[config.mk]
export PLATFORM = sky130hd
export DESIGN_NAME = pwm_capture
export DESIGN_NICKNAME = d
export VERILOG_FILES = /design/src/rtl/pwm_capture_pkg.sv /design/src/rtl/pwm_capture_fifo.sv /design/src/rtl/pwm_capture.sv
export SDC_FILE = /design/constraint.sdc
export NUM_CORES = 1
export LEC_CHECK = 0
export BUFFER_PORTS_ARGS = -buffer_cell sky130_fd_sc_hd__buf_2
export CORE_MARGIN = 2
export CORE_UTILIZATION = 50
export CTS_BUF_LIST = sky130_fd_sc_hd__clkbuf_4
export CTS_CLUSTER_DIAMETER = 100
export DETAILED_ROUTE_END_ITERATION = 8
export GPL_ROUTABILITY_DRIVEN = 0
export MAX_ROUTING_LAYER = met4
export PLACE_DENSITY = 0.73
export SLEW_MARGIN = 0
export SYNTH_ARGS = -nofsm -noshare
export SYNTH_HDL_FRONTEND = slang
export SYNTH_SLANG_ARGS = --single-unit
[constraint.sdc]
create_clock -name clk_i -period 3.35 [get_ports clk_i]
set_input_delay 0.335 -clock clk_i [delete_from_list [all_inputs] [get_ports clk_i]]
set_output_delay 0.335 -clock clk_i [all_outputs]
set_load 0.1 [all_outputs]
[src/rtl/pwm_capture_pkg.sv]
// Shared types for pwm_capture: FSM state, FIFO result entry and glitch-filter length.
package pwm_capture_pkg;

    localparam int unsigned GLITCH_LEN = 3;
    // Widest counter a result entry can carry; instances use CNT_W <= RES_CNT_W.
    localparam int unsigned RES_CNT_W  = 32;

    typedef enum logic [1:0] {
        IDLE = 2'd0,
        HIGH = 2'd1,
        LOW  = 2'd2
    } cap_state_e;

    typedef struct packed {
        logic [RES_CNT_W-1:0] high;
        logic [RES_CNT_W-1:0] period;
        logic                 sat;
    } result_t;

endpackage

[src/rtl/pwm_capture_fifo.sv]
// Show-ahead FIFO: rdata_o is the head entry whenever empty_o is low; sticky overrun on dropped pushes.
module pwm_capture_fifo #(
    parameter int unsigned DEPTH   = 4,
    parameter type         entry_t = logic [7:0]
) (
    input  logic   clk_i,
    input  logic   rst_ni,
    input  logic   push_i,
    input  entry_t wdata_i,
    input  logic   pop_i,
    output entry_t rdata_o,
    output logic   empty_o,
    output logic   full_o,
    output logic   overrun_o
);

    localparam int unsigned PTR_W = $clog2(DEPTH);
    localparam int unsigned OCC_W = PTR_W + 1;

    entry_t           mem_q [DEPTH];
    logic [PTR_W-1:0] wr_ptr_q;
    logic [PTR_W-1:0] rd_ptr_q;
    logic [OCC_W-1:0] count_q;
    logic [OCC_W-1:0] count_d;
    logic             empty_q;
    logic             full_q;
    logic             overrun_q;
    logic             do_push;
    logic             do_pop;

    // A pop frees a slot in the same cycle, so a full FIFO still accepts a concurrent push.
    assign do_pop  = pop_i & ~empty_q;
    assign do_push = push_i & (~full_q | pop_i);

    always_comb begin
        count_d = count_q;
        if (do_push && !do_pop) begin
            count_d = count_q + OCC_W'(1);
        end else if (do_pop && !do_push) begin
            count_d = count_q - OCC_W'(1);
        end
    end

    always_ff @(posedge clk_i or negedge rst_ni) begin
        if (!rst_ni) begin
            mem_q     <= '{default: '0};
            wr_ptr_q  <= '0;
            rd_ptr_q  <= '0;
            count_q   <= '0;
            empty_q   <= 1'b1;
            full_q    <= 1'b0;
            overrun_q <= 1'b0;
        end else begin
            if (do_push) begin
                mem_q[wr_ptr_q] <= wdata_i;
                wr_ptr_q        <= wr_ptr_q + PTR_W'(1);
            end
            if (do_pop) begin
                rd_ptr_q <= rd_ptr_q + PTR_W'(1);
            end
            count_q   <= count_d;
            empty_q   <= (count_d == '0);
            full_q    <= (count_d == OCC_W'(DEPTH));
            overrun_q <= overrun_q | (push_i & full_q & ~pop_i);
        end
    end

    assign rdata_o   = mem_q[rd_ptr_q];
    assign empty_o   = empty_q;
    assign full_o    = full_q;
    assign overrun_o = overrun_q;

endmodule

[src/rtl/pwm_capture.sv]
// pwm_capture: measures high time and period (clk cycles) of gpio_in_i[pin_sel_i] into a result FIFO.
// Define PWM_CAPTURE_GLITCH_FILTER_EN to ignore pulses shorter than GLITCH_LEN cycles.
module pwm_capture
    import pwm_capture_pkg::*;
#(
    parameter int unsigned CNT_W       = 24,
    parameter int unsigned FIFO_DEPTH  = 4,
    parameter int unsigned SYNC_STAGES = 2
) (
    input  logic             clk_i,
    input  logic             rst_ni,
    input  logic             en_i,
    input  logic [4:0]       pin_sel_i,
    input  logic [31:0]      gpio_in_i,
    input  logic             pop_i,
    output logic [CNT_W-1:0] dout_high_o,
    output logic [CNT_W-1:0] dout_period_o,
    output logic             rx_empty_o,
    output logic             rx_full_o,
    output logic             overrun_o,
    output logic             sat_o
);

    localparam logic [CNT_W-1:0] CNT_MAX = {CNT_W{1'b1}};

    logic [SYNC_STAGES-1:0] sync_q;
    logic                   raw_s;
    logic                   s;
    logic                   s_d_q;
    logic                   rise;
    logic                   fall;
    cap_state_e             state_q;
    logic [CNT_W-1:0]       hcnt_q;
    logic [CNT_W-1:0]       pcnt_q;
    logic [CNT_W-1:0]       hcnt_inc;
    logic [CNT_W-1:0]       pcnt_inc;
    logic                   push;
    result_t                wr_entry;
    result_t                head;
    logic                   unused_head;

    always_ff @(posedge clk_i or negedge rst_ni) begin
        if (!rst_ni) begin
            sync_q <= '0;
        end else begin
            sync_q <= {sync_q[SYNC_STAGES-2:0], gpio_in_i[pin_sel_i]};
        end
    end

    assign raw_s = sync_q[SYNC_STAGES-1];

`ifdef PWM_CAPTURE_GLITCH_FILTER_EN
    localparam int unsigned GCNT_W = $clog2(GLITCH_LEN);

    logic              filt_q;
    logic [GCNT_W-1:0] gcnt_q;

    // Output follows raw_s only after GLITCH_LEN consecutive samples at the new level.
    always_ff @(posedge clk_i or negedge rst_ni) begin
        if (!rst_ni) begin
            filt_q <= 1'b0;
            gcnt_q <= '0;
        end else if (raw_s == filt_q) begin
            gcnt_q <= '0;
        end else if (gcnt_q == GCNT_W'(GLITCH_LEN - 1)) begin
            filt_q <= raw_s;
            gcnt_q <= '0;
        end else begin
            gcnt_q <= gcnt_q + GCNT_W'(1);
        end
    end

    assign s = filt_q;
`else
    assign s = raw_s;
`endif

    always_ff @(posedge clk_i or negedge rst_ni) begin
        if (!rst_ni) begin
            s_d_q <= 1'b0;
        end else begin
            s_d_q <= s;
        end
    end

    assign rise = s & ~s_d_q;
    assign fall = ~s & s_d_q;

    assign hcnt_inc = (hcnt_q == CNT_MAX) ? CNT_MAX : hcnt_q + CNT_W'(1);
    assign pcnt_inc = (pcnt_q == CNT_MAX) ? CNT_MAX : pcnt_q + CNT_W'(1);

    // Measurement FSM; a rise in LOW closes the current period and immediately opens the next.
    always_ff @(posedge clk_i or negedge rst_ni) begin
        if (!rst_ni) begin
            state_q <= IDLE;
            hcnt_q  <= '0;
            pcnt_q  <= '0;
        end else if (!en_i) begin
            state_q <= IDLE;
        end else begin
            case (state_q)
                IDLE: begin
                    if (rise) begin
                        state_q <= HIGH;
                        hcnt_q  <= CNT_W'(1);
                        pcnt_q  <= CNT_W'(1);
                    end
                end
                HIGH: begin
                    pcnt_q <= pcnt_inc;
                    if (fall) begin
                        state_q <= LOW;
                    end else begin
                        hcnt_q <= hcnt_inc;
                    end
                end
                LOW: begin
                    if (rise) begin
                        state_q <= HIGH;
                        hcnt_q  <= CNT_W'(1);
                        pcnt_q  <= CNT_W'(1);
                    end else begin
                        pcnt_q <= pcnt_inc;
                    end
                end
                default: begin
                    state_q <= IDLE;
                end
            endcase
        end
    end

    assign push = en_i && (state_q == LOW) && rise;

    // Counters only grow within a period, so a saturated period shows up as a counter at max.
    always_comb begin
        wr_entry        = '0;
        wr_entry.high   = RES_CNT_W'(hcnt_q);
        wr_entry.period = RES_CNT_W'(pcnt_q);
        wr_entry.sat    = (hcnt_q == CNT_MAX) || (pcnt_q == CNT_MAX);
    end

    pwm_capture_fifo #(
        .DEPTH   (FIFO_DEPTH),
        .entry_t (result_t)
    ) u_fifo (
        .clk_i     (clk_i),
        .rst_ni    (rst_ni),
        .push_i    (push),
        .wdata_i   (wr_entry),
        .pop_i     (pop_i),
        .rdata_o   (head),
        .empty_o   (rx_empty_o),
        .full_o    (rx_full_o),
        .overrun_o (overrun_o)
    );

    assign dout_high_o   = head.high[CNT_W-1:0];
    assign dout_period_o = head.period[CNT_W-1:0];
    assign sat_o         = head.sat;
    assign unused_head   = ^{head.high, head.period};

endmodule

# Yosys cells after proc, flatten, opt, wreduce, memory -nomap -nowiden
# Cells that the tools add are included.
# word_totals
elab_cells,95
register_bits,323
in_bits,41
out_inout_bits,52
# classes
bitwise,15
mux,21
order_cmp,4
eq_ne,10
reduce_logical,16
add_sub_neg,6
# op_table
cell,n
260-bit bitwise mux,1
65-bit binary-select mux with 2-bit select,1
65-bit demux with 2-bit select,1
24-bit two-way mux,5
57-bit two-way mux,2
24-bit case mux with 3 select lines,1
65-bit two-way mux,1
"24-bit by 1-bit adder with 24-bit output, second input constant",2
"24-bit == test, second input constant",2
24-bit case mux with 2 select lines,1
1-bit AND,6
"3-bit greater-or-equal comparator, second input constant",2
"5-bit by 6-bit < comparator with 1-bit output, second input constant",1
2-bit two-way mux,3
3-bit two-way mux,2
2-bit inverter with 3-bit output,2
1-bit binary-select mux with 5-bit select,1
1-bit logical AND,5
1-bit inverter,5
"2-bit by 1-bit adder with 2-bit output, second input constant",2
"2-bit != test, second input constant",2
2-bit case mux with 2 select lines,1
4-bit AND reduction,1
"3-bit by 1-bit adder with 3-bit output, second input constant",1
other kinds (19),21

# Logic depth before layout (Yosys ltp)
# depth
ltp_word,9
mapped_depth,10
depth_no_buf,7

# Modules after synthesis
# A second synthesis with hierarchy kept.
# unflattened
cells_unflattened,1055
hier_area_um2,16246.8
# by_module_without_submodules
mod,instances,seq_area_each_um2,cells_each,area_each_um2
pwm_capture_fifo,1,6757.7,685,12842.3
pwm_capture,1,1326.3,370,3404.5

# Least setup slack after synthesis
# No wires, ideal clock.
# synth_timing
path_kind,register to register
startpoint,"register u_fifo.full_q, in the netlist u_fifo.full_o"
endpoint,register u_fifo.mem_q[88] (netlist bit)
arrival_time_ns,2.186
setup_time_ns,0.125
path_buffers,1
stages_incl_launch_ff,6
t_required_ns,3.225
synth_period_minus_slack_ns,2.310
slack_ns,1.040
cell_sequence,dfrtp_1 > nor2b_1 > nor2_4 > nand2_1 > clkbuf_1 > mux2_2
# synth_via
elab_chain_len,3
# synth_lines
item,line,text
"start, declared",pwm_capture_fifo.sv:26,logic full_q;
"start signal, assigned",pwm_capture_fifo.sv:63,full_q <= (count_d == OCC_W'(DEPTH));
1-bit inverter,pwm_capture_fifo.sv:33,assign do_push = push_i & (~full_q | pop_i);
1-bit bitwise OR,pwm_capture_fifo.sv:33,
1-bit AND,pwm_capture_fifo.sv:33,
"end signal, assigned by index",pwm_capture_fifo.sv:55,mem_q[wr_ptr_q] <= wdata_i;
"end, declared",pwm_capture_fifo.sv:20,entry_t mem_q [DEPTH];
# Every way passes these cells.
# A chain may end at the register's enable or synchronous reset.

# Worst setup path in the final report
# layout_timing
startpoint,register u_fifo.rd_ptr_q[0]
endpoint,output port dout_high_o[19]
# layout_via
elab_chain_len,4
# layout_lines
item,line,text
"start, declared",pwm_capture_fifo.sv:22,logic [PTR_W-1:0] rd_ptr_q;
"start signal, assigned",pwm_capture_fifo.sv:59,rd_ptr_q <= rd_ptr_q + PTR_W'(1);
2-bit inverter with 3-bit output (not written as such),pwm_capture_fifo.sv:68,assign rdata_o = mem_q[rd_ptr_q];
65-bit binary-select mux with 2-bit select,pwm_capture_fifo.sv:68,
57-bit two-way mux (not written as such) (2 in series),pwm_capture_fifo.sv:68,
"end, declared",pwm_capture.sv:16,"output logic [CNT_W-1:0] dout_high_o,"
# Every way passes these cells. The select of a mux whose other input is x is not followed.

==> out/metrics.yaml <==
floorplanning:
  die_h_um: 162.1
  core_region_area_mm2: 0.02446
  fp.dieW_um: 162.1
  dieArea_mm2: 0.02628
  rows: 57
  io_pins: 93
  start_util_pct: 51.11
power:
  seq_power_share_pct: 48.1
  swShare_pct: 28.62
  irDropWorstVdd_mv: 0.2605
  p_leak_nw: 6.818
  switching_power_mw: 2.045
  p_int_mw: 5.101
  pwr-share-comb_pct: 13.3
  p_per_area_mw_per_mm2: 505.2
  clkPwrFrac_pct: 38.5
logic_synthesis:
  synth_nets: 1101
  avgSynthCellArea_um2: 11.93
  yosys-top-cells-area: "dfrtp_1 (52%), mux2_2 (10%), mux4_2 (8.8%), o21ai_0 (4.6%), nand2_1 (3.1%)"
  yosysWarningCount: 0
  synth_edf_count: 0
  synth_ff_type: "dfrtp_1"
  synth.distinct_cells: 63
  synth_top_area_cell: "dfrtp_1"
  syn_inst: 1048
  yosysTopAreaCellShare_pct: 51.64
  netlist_area_mm2: 0.01250
  synthArstFlopShare_pct: 100.0
  seq_area_frac_synth_pct: 51.85
  ys_seq_elements: 259
worst_setup_path:
  r2r-start: "state_q[0]"
  crit_path_max_fanout: 22
  crit_type: "register to output pin"
  cp-start-kind: "register"
  cp.arrival_ns: 2.62
  cp-end-kind: "output pin"
  worstPathRequired_ns: 3.01
  crit_start: "u_fifo.rd_ptr_q[0]"
clocking:
  worstSkewPairLatency_ns: 0.71
  tritoncts: "built"
  cts.sinks: 259
  htreeDepth: 3
  clock-root-buffer: "clkbuf_4"
  clk_pin_slew_ns: 0.06
  cts-buffers-inserted: 71
  clock_path_buffers: 3
layout:
  final_cell_mix: "dfrtp_1 (256), o21ai_0 (115), mux2_2 (114), clkbuf_4 (107), nand2_1 (100)"
  area_delta_synth_final_pct: 13.16
  nets: 1204
  layout_commonest_cell: "dfrtp_1"
  drive_gt1_share_pct: 33.92
  design_area_mm2: 0.01415
  fin_util_pct: 57.83
status:
  status: "completed"
sta:
  finClkSkew_ns: 0.09252
  finalCritPeriodShare_pct: 88.13
  fin_crit_ns: 2.953
  hold_ws_ns: 0.04387
  relSlewSlack_pct: 21.14
  tns_ns: 0
  fmax_mhz: 338.7
  worstMarginPinSlew_ns: 1.178
  rsz0062_at_grt: "no"
  slew_viol_final: 0
  hold_viol_final: 0
  finalSetupViolCount: 0
grt:
  grt_pass1_wl_um: 44880
  grt_max_degree: 104
  use_met2_pct: 33.91
  top_usage_layer: "met2"
  use_met3_pct: 4.622
  grt_pass1_vias: 8994
  gr-usage-met1_pct: 29.03
  grt.total_usage_pct: 21.78
  grt_overflow: 0
  antenna_found_initial: 2
route:
  drc: 0
  wl_um: 26750
  via_count: 8786
  drt_iter0_drc: 666
  routed_via_density: 5.769
  wire_per_inst_um: 17.56
  antenna_left: 0
  firstDrtPassIters: 5
run:
  drv_cap: 0
place:
  dp_hpwl_um: 17320
  io_buffers: 92
  placed_area_mm2: 0.01321
worst_hold_path:
  min_from: "pop_i"
  hold_class: "primary input to register"
## power groups by stage
stage	logic, mW	registers, mW	clock network [mW]
after floorplan	0.782	3.35	0
after global placement	0.942	3.50	0
after detailed placement	0.950	3.50	0
after CTS	0.966	3.44	2.84
after global routing	1.05	3.46	3.02
final	0.953	3.44	2.75
## state kept, by name, indices dropped and copies added (netlist names)
| signal | flops |
|---|---|
| u_fifo.rd_ptr_q | 2 |
| state_q | 2 |
| u_fifo.full_o | 1 |
| sync_q | 2 |
| u_fifo.wr_ptr_q | 2 |
| u_fifo.mem_q | 196 |
| u_fifo.count_q | 3 |
| s_d_q | 1 |
| u_fifo.empty_o | 1 |
| hcnt_q | 24 |
| pcnt_q | 24 |
| u_fifo.overrun_o | 1 |
## repair_timing
| item | in CTS | in global routing |
|---|---|---|
| resized for setup | 0 | 0 |
| hold buffers | 5 | 0 |
| setup buffers | 0 | 0 |
| hold endpoints to repair | 100 | 0 |
## critical path, cell delays in order (launching register included)
cell and delay, ns:
dfrtp_4 0.73, buf_4 0.35, mux4_2 0.57, buf_2 0.31
## area by class of cell
type	instances	area [um2]
Clock buffer	107	803.3
Multi-Input combinational cell	680	5563
Inverter	24	90.09
Antenna cell	2	5.005
Timing Repair Buffer	115	718.2
Tap cell	324	405.4
Fill cell	1998	10310
Sequential cell	259	6487
Clock inverter	12	75.07
## Yosys cell counts (3+ instances only)
cell	n
dfrtp_1	258
o21ai_0	115
mux2_2	114
nand2_1	104
mux4_2	49
clkbuf_1	48
buf_2	30
nor2_1	29
nand4_1	26
nand3_1	25
inv_1	24
mux2_1	24
a21oi_1	17
nor2b_1	13
a22o_1	12
ha_1	12
mux2i_1	12
a31oi_1	10
nor3_1	10
and3_1	8
a21o_1	7
nor4_1	7
or3_1	6
and2_1	5
and4_1	5
xnor2_1	5
a2111oi_0	4
a221oi_1	4
o22ai_1	4
o31ai_1	4
a22oi_1	3
a41oi_1	3
buf_4	3
nand2b_1	3
o211ai_1	3
o21ai_1	3
o22a_1	3
or2_2	3
## per-layer routing
metal | part of all wire [%] | routed length [um]
met1 | 46 | 12400
met5 | 0 | 0
met2 | 48 | 12720
met4 | 1.2 | 320
met3 | 4.9 | 1307
## metrics by stage
| stage | setup WS [ns] | total power, mW | std cells |
|---|---|---|---|
| finish | 0.3975 | 7.147 | 1523 |
| global route | 0.2368 | 7.529 | 1523 |
| CTS | 0.3285 | 7.254 | 1521 |
| detailed placement | 0.6657 | 4.452 | 1397 |
| global placement | 0.7941 | 4.442 | 1397 |
| floorplan | 1.040 | 4.136 | 1048 |
## kinds of logic (layout without fill, tap and decap cells)
| group | Yosys count | count (layout) | share of synthesized area, % |
|---|---|---|---|
| muxes | 199 | 199 | 22.22 |
| buffers and inverters | 109 | 258 | 3.733 |
| xor gates and xnor gates | 5 | 5 | 0.3503 |
| DFF | 259 | 259 | 51.85 |
| other | 0 | 2 | 0 |
| AOI/OAI and AO/OA | 206 | 206 | 9.908 |
| and+or+nand+nor | 258 | 258 | 10.74 |
| adders and majority gates | 12 | 12 | 1.201 |
## path summary, 6_finish.rpt
path	endpoint	slack, ns	depth (start not counted)
worst max-delay path	dout_high_o[19]	0.40	3
worst min-delay path	u_fifo.rd_ptr_q[0]	0.04	3
worst max register to register	u_fifo.mem_q[119]	0.56	7
worst min register to register	sync_q[1]	0.36	0
max in group asynchronous	u_fifo.mem_q[200]	2.12	3
min in group asynchronous	u_fifo.mem_q[231]	0.29	2
(Power assumes the default switching activity.)
